[config.mk]
export PLATFORM = sky130hd
export DESIGN_NAME = zeroriscy_clock_gate_ctrl
export DESIGN_NICKNAME = d
export VERILOG_FILES = /design/src/rtl/zeroriscy_clock_gate_ctrl.sv
export SDC_FILE = /design/constraint.sdc
export NUM_CORES = 1
export LEC_CHECK = 0
export BUFFER_PORTS_ARGS = -buffer_cell sky130_fd_sc_hd__buf_2
export CORE_AREA = 8 8 59 61
export DETAILED_ROUTE_END_ITERATION = 12
export DIE_AREA = 0 0 67 69
export GPL_TIMING_DRIVEN = 0
export HOLD_SLACK_MARGIN = 0.1
export PLACE_DENSITY = 0.81
export SYNTH_ARGS = -nofsm -noshare
export SYNTH_HDL_FRONTEND = slang
export SYNTH_SLANG_ARGS = --single-unit
[constraint.sdc]
create_clock -name clk_i -period 3.7 [get_ports clk_i]
set_input_delay 0.74 -clock clk_i [delete_from_list [all_inputs] [get_ports clk_i]]
set_output_delay 0.74 -clock clk_i [all_outputs]
set_load 0.01 [all_outputs]
[src/rtl/zeroriscy_clock_gate_ctrl.sv]
// Core clock-gate controller: idle hysteresis before gating, timed wake with an
// acknowledge pulse, and a saturating count of gated cycles.
module zeroriscy_clock_gate_ctrl #(
    parameter int unsigned IDLE_CYCLES = 8,
    parameter int unsigned WAKE_CYCLES = 2,
    parameter int unsigned CNT_W       = 4,
    parameter int unsigned PERF_W      = 16
) (
    input  logic              clk_i,
    input  logic              rst_ni,
    input  logic              busy_i,
    input  logic              sleep_req_i,
    input  logic              wake_req_i,
    input  logic              test_en_i,
    input  logic              clr_cnt_i,
    output logic              clock_en_o,
    output logic              sleeping_o,
    output logic              wake_ack_o,
    output logic [PERF_W-1:0] sleep_cnt_o
);

    typedef enum logic [1:0] {
        RUN       = 2'd0,
        IDLE_WAIT = 2'd1,
        SLEEP     = 2'd2,
        WAKE      = 2'd3
    } state_e;

    localparam logic [CNT_W-1:0] IDLE_LOAD = CNT_W'(IDLE_CYCLES - 1);
    localparam logic [CNT_W-1:0] WAKE_LOAD = CNT_W'(WAKE_CYCLES - 1);

    state_e              state_q;
    logic [CNT_W-1:0]    cnt_q;
    logic                clock_en_q;
    logic                sleeping_q;
    logic                wake_ack_q;
    logic [PERF_W-1:0]   sleep_cnt_q;
    logic [PERF_W-1:0]   sleep_cnt_d;

    // Outputs are registered alongside the state so they track it cycle-exactly.
    always_ff @(posedge clk_i or negedge rst_ni) begin
        if (!rst_ni) begin
            state_q    <= RUN;
            cnt_q      <= '0;
            clock_en_q <= 1'b1;
            sleeping_q <= 1'b0;
            wake_ack_q <= 1'b0;
        end else begin
            wake_ack_q <= 1'b0;
            if (test_en_i) begin
                state_q    <= RUN;
                cnt_q      <= '0;
                clock_en_q <= 1'b1;
                sleeping_q <= 1'b0;
                wake_ack_q <= (state_q == SLEEP) || (state_q == WAKE);
            end else begin
                case (state_q)
                    RUN: begin
                        clock_en_q <= 1'b1;
                        sleeping_q <= 1'b0;
                        if (sleep_req_i && !busy_i && !wake_req_i) begin
                            state_q <= IDLE_WAIT;
                            cnt_q   <= IDLE_LOAD;
                        end
                    end
                    IDLE_WAIT: begin
                        if (busy_i || wake_req_i || !sleep_req_i) begin
                            state_q <= RUN;
                            cnt_q   <= '0;
                        end else if (cnt_q == '0) begin
                            state_q    <= SLEEP;
                            clock_en_q <= 1'b0;
                            sleeping_q <= 1'b1;
                        end else begin
                            cnt_q <= cnt_q - 1'b1;
                        end
                    end
                    SLEEP: begin
                        if (wake_req_i) begin
                            state_q    <= WAKE;
                            cnt_q      <= WAKE_LOAD;
                            clock_en_q <= 1'b1;
                            sleeping_q <= 1'b0;
                        end
                    end
                    WAKE: begin
                        if (cnt_q == '0) begin
                            state_q    <= RUN;
                            wake_ack_q <= 1'b1;
                        end else begin
                            cnt_q <= cnt_q - 1'b1;
                        end
                    end
                    default: begin
                        state_q    <= RUN;
                        cnt_q      <= '0;
                        clock_en_q <= 1'b1;
                        sleeping_q <= 1'b0;
                    end
                endcase
            end
        end
    end

    // Saturating sleep-cycle counter; a clear takes precedence over counting.
    always_comb begin
        sleep_cnt_d = sleep_cnt_q;
        if (clr_cnt_i) begin
            sleep_cnt_d = '0;
        end else if ((state_q == SLEEP) && (sleep_cnt_q != '1)) begin
            sleep_cnt_d = sleep_cnt_q + 1'b1;
        end
    end

    always_ff @(posedge clk_i or negedge rst_ni) begin
        if (!rst_ni) begin
            sleep_cnt_q <= '0;
        end else begin
            sleep_cnt_q <= sleep_cnt_d;
        end
    end

    assign clock_en_o  = clock_en_q;
    assign sleeping_o  = sleeping_q;
    assign wake_ack_o  = wake_ack_q;
    assign sleep_cnt_o = sleep_cnt_q;

endmodule

==> flow_metrics.env <==
export IMPL_period_needed_ns=2.196
export IMPL_yosys_area_share_xor_xnor_pct=0
export IMPL_rsz0062_at_grt="false"
export IMPL_grt_overflow=0
export IMPL_clock_latency_ns=0.32
export IMPL_max_freq_ghz=0.4553
export IMPL_first_pass_iters=4
export IMPL_critPathMaxStageDelay_ns=0.84
export IMPL_drv_cap=0
export IMPL_antennaDiodeCount=0
export IMPL_cts_resized=0
export IMPL_design_core_area_sq_um=2615
export IMPL_area_growth_pct=12.68
export IMPL_grt_pass1_vias=1434
export IMPL_cts_tree="yes"
export IMPL_finalNonFillerCells=217
export IMPL_synth_edf_count=0
export IMPL_start_util_pct=55.84
export IMPL_crit_path_end_kind="register"
export IMPL_peakVddDrop_mv=0.2360
export IMPL_finClkSkew_ns=0.003550
export IMPL_outcome="finished, final reports clean"
export IMPL_avgSynthCellArea_sq_um=9.241
export IMPL_drc=0
export IMPL_gp_congestion=0.8700
export IMPL_fillCellCount=225
export IMPL_crit_start="cnt_q[0]$_DFFE_PN0P_"
export IMPL_fin_tns_setup_ns=0
export IMPL_drt_total_wl_mm=3.693
export IMPL_rr_endpoint="cnt_q[3]$_DFFE_PN0P_"
export IMPL_timing_rr_start="cnt_q[0]$_DFFE_PN0P_"
export IMPL_netlist_top_cells_area="dfrtp_1, a21oi_1, o31ai_1"
export IMPL_r2r_cells=6
export IMPL_cts_setup_buffers=0
export IMPL_cp_max_fo=10
export IMPL_async_reset_ff_share_pct=100.0
export IMPL_grt_pass1_wl_mm=6.327
export IMPL_ys_seq_elements=25
export IMPL_critical_path_arrival_ns=2.42
export IMPL_final_common_cell="buf_2"
export IMPL_slew_headroom_pct=31.29
export IMPL_wl_per_cell_microns=17.02
export IMPL_p_leak_nw=0.6885
export IMPL_setup_violations=0
export IMPL_cts_sinks=25
export IMPL_vias=1397
export IMPL_fin_util_pct=62.92
export IMPL_period_share_pct=59.35
export IMPL_synth_top_family_by_area="simple AND/OR/NAND/NOR gates"
export IMPL_syn_inst=158
export IMPL_synthMuxAreaShare_pct=1.542
export IMPL_layout_common_cells="buf_2, dfrtp_1, a21oi_1"
export IMPL_synth_nets=167
export IMPL_grt_total_usage_pct=16.39
export IMPL_maxSlewViolCount=0
export IMPL_yosysTopAreaCell="dfrtp_1"
export IMPL_p_per_area_nw_per_um2=273.0
export IMPL_slowest_stage="nor3b_1"
export IMPL_synth_top_area_share_pct=41.13
export IMPL_critPathCapture="cnt_q[3]$_DFFE_PN0P_"
export IMPL_port_buffers=24
export IMPL_cts_max_level=1
export IMPL_synth_fa_ha_area_share_pct=1.714
export IMPL_synth_area_sq_um=1460
export IMPL_yosysWarnings=0
export IMPL_yosysUniqueCellTypes=43
export IMPL_num_rows=19
export IMPL_die_w_microns=67
export IMPL_ys_seq_area_share_pct=42.93
export IMPL_dpl_cell_area_sq_um=1619
export IMPL_grt_max_degree=26
export IMPL_post_route_cell_area_sq_um=1645
export IMPL_hold_viol_final=0
export IMPL_dieArea_sq_um=4623
export IMPL_ios=26
export IMPL_antenna_found_initial=0
export IMPL_worstPathRequired_ns=3.93
export IMPL_fin_nets=196
export IMPL_ant_nets=0
export IMPL_synth_compound_area_share_pct=21.51
export IMPL_hold_buffers=0
export IMPL_drtIter0Drc=99
export IMPL_hold_path_class="primary input to asynchronous set/reset pin"
export IMPL_cp_start_kind="register"
export IMPL_dp_hpwl_mm=2.738
export IMPL_drive_gt1_share_pct=21.51
export IMPL_synth_simple_gate_area_share_pct=27.16
export IMPL_path_cells="inv_1, ha_1, nor3b_1, or3_1, o21ai_0, a32o_1"
export IMPL_cts_buffers=3
export IMPL_worst_pin_slew_ns=1.028
export IMPL_die_h_microns=69
export IMPL_avgViaCountPerCell=6.438
export IMPL_r2r_slack_ns=1.50
export IMPL_placed_cells=213
export IMPL_clockBufferDepth=2
export IMPL_ys_flop_type="dfrtp_1"
export IMPL_cts_root_buf="clkbuf_4"
export IMPL_path_clk_slew_ns=0.14
export IMPL_crit_type="register to register"
power by group:
part	switching [mW]	internal, mW	total [mW]
Clock	0.0849	0.0422	0.127
Combinational	0.0291	0.0135	0.0426
Sequential	0.00294	0.276	0.279
worst min-delay path by stage:
stage	start	end	slack (ns)	cells after the start
after CTS	rst_ni	sleep_cnt_o[14]$_DFFE_PN0P_	0.40	1
after floorplan	rst_ni	cnt_q[0]$_DFFE_PN0P_	0.44	0
after global placement	cnt_q[3]$_DFFE_PN0P_	cnt_q[3]$_DFFE_PN0P_	0.54	1
after global routing	rst_ni	sleep_cnt_o[11]$_DFFE_PN0P_	0.43	1
final	rst_ni	sleep_cnt_o[3]$_DFFE_PN0P_	0.39	1
after detailed placement	cnt_q[3]$_DFFE_PN0P_	cnt_q[3]$_DFFE_PN0P_	0.57	1
worst max-delay path: cells and delay by family, from the launching register on:
kind | cells | cell delay (ns)
adder cells (fa/ha/maj) | 1 | 0.17
flip-flops | 1 | 0.43
AO/OA/AOI/OAI | 2 | 0.37
buffers and inverters | 1 | 0.08
AND/OR/NAND/NOR | 2 | 1.06
layout make-up:
type	instances	area, sq um	area share [%]
plain buffers	7	41.29	2.510
flip-flops and latches	25	626.9	38.10
clock buffers	4	26.28	1.597
inverters	9	33.78	2.053
multi-input cells	117	758.2	46.08
repair buffers	24	120.1	7.300
well taps	31	38.79	2.357
state kept, by name, indices dropped and copies added, names as in the netlist:
signal and cells:
clock_en_o 1, cnt_q 4, wake_ack_o 1, sleep_cnt_o 16
state_q 2, sleeping_o 1
per-stage QoR:
stage / power (mW) / setup slack [ns] / hold slack (ns)
4_1_cts: 0.4512 / 1.506 / 0.4022
3_3_place_gp: 0.3228 / 1.482 / 0.5442
2_1_floorplan: 0.3084 / 1.727 / 0.4444
5_1_grt: 0.4672 / 1.331 / 0.4315
3_5_place_dp: 0.3271 / 1.404 / 0.5658
6_report: 0.4491 / 1.504 / 0.3922
Yosys cell counts (all sizes together) (3+ instances only):
library cell,n
o21ai,9
nor2b,3
or4,10
nand3,11
clkbuf,5
o31ai,9
inv,9
nand4,3
or3,7
dfrtp,24
nor2,6
a21oi,20
nand2,11
layer usage:
layer	global-route usage (%)	up-vias	part of all wire, %
met5	0	-	0
met4	5.581	0	1.2
met3	2.262	8	5.5
met2	29.04	48	53
met1	19.11	683	41
li1	-	658	-
kinds of logic after synthesis:
logic type / after synthesis
fa+ha+maj: 2
compound gates: 49
mux: 2
simple gates: 64
buf+inv: 16
flops: 25
(Power assumes the default switching activity.)
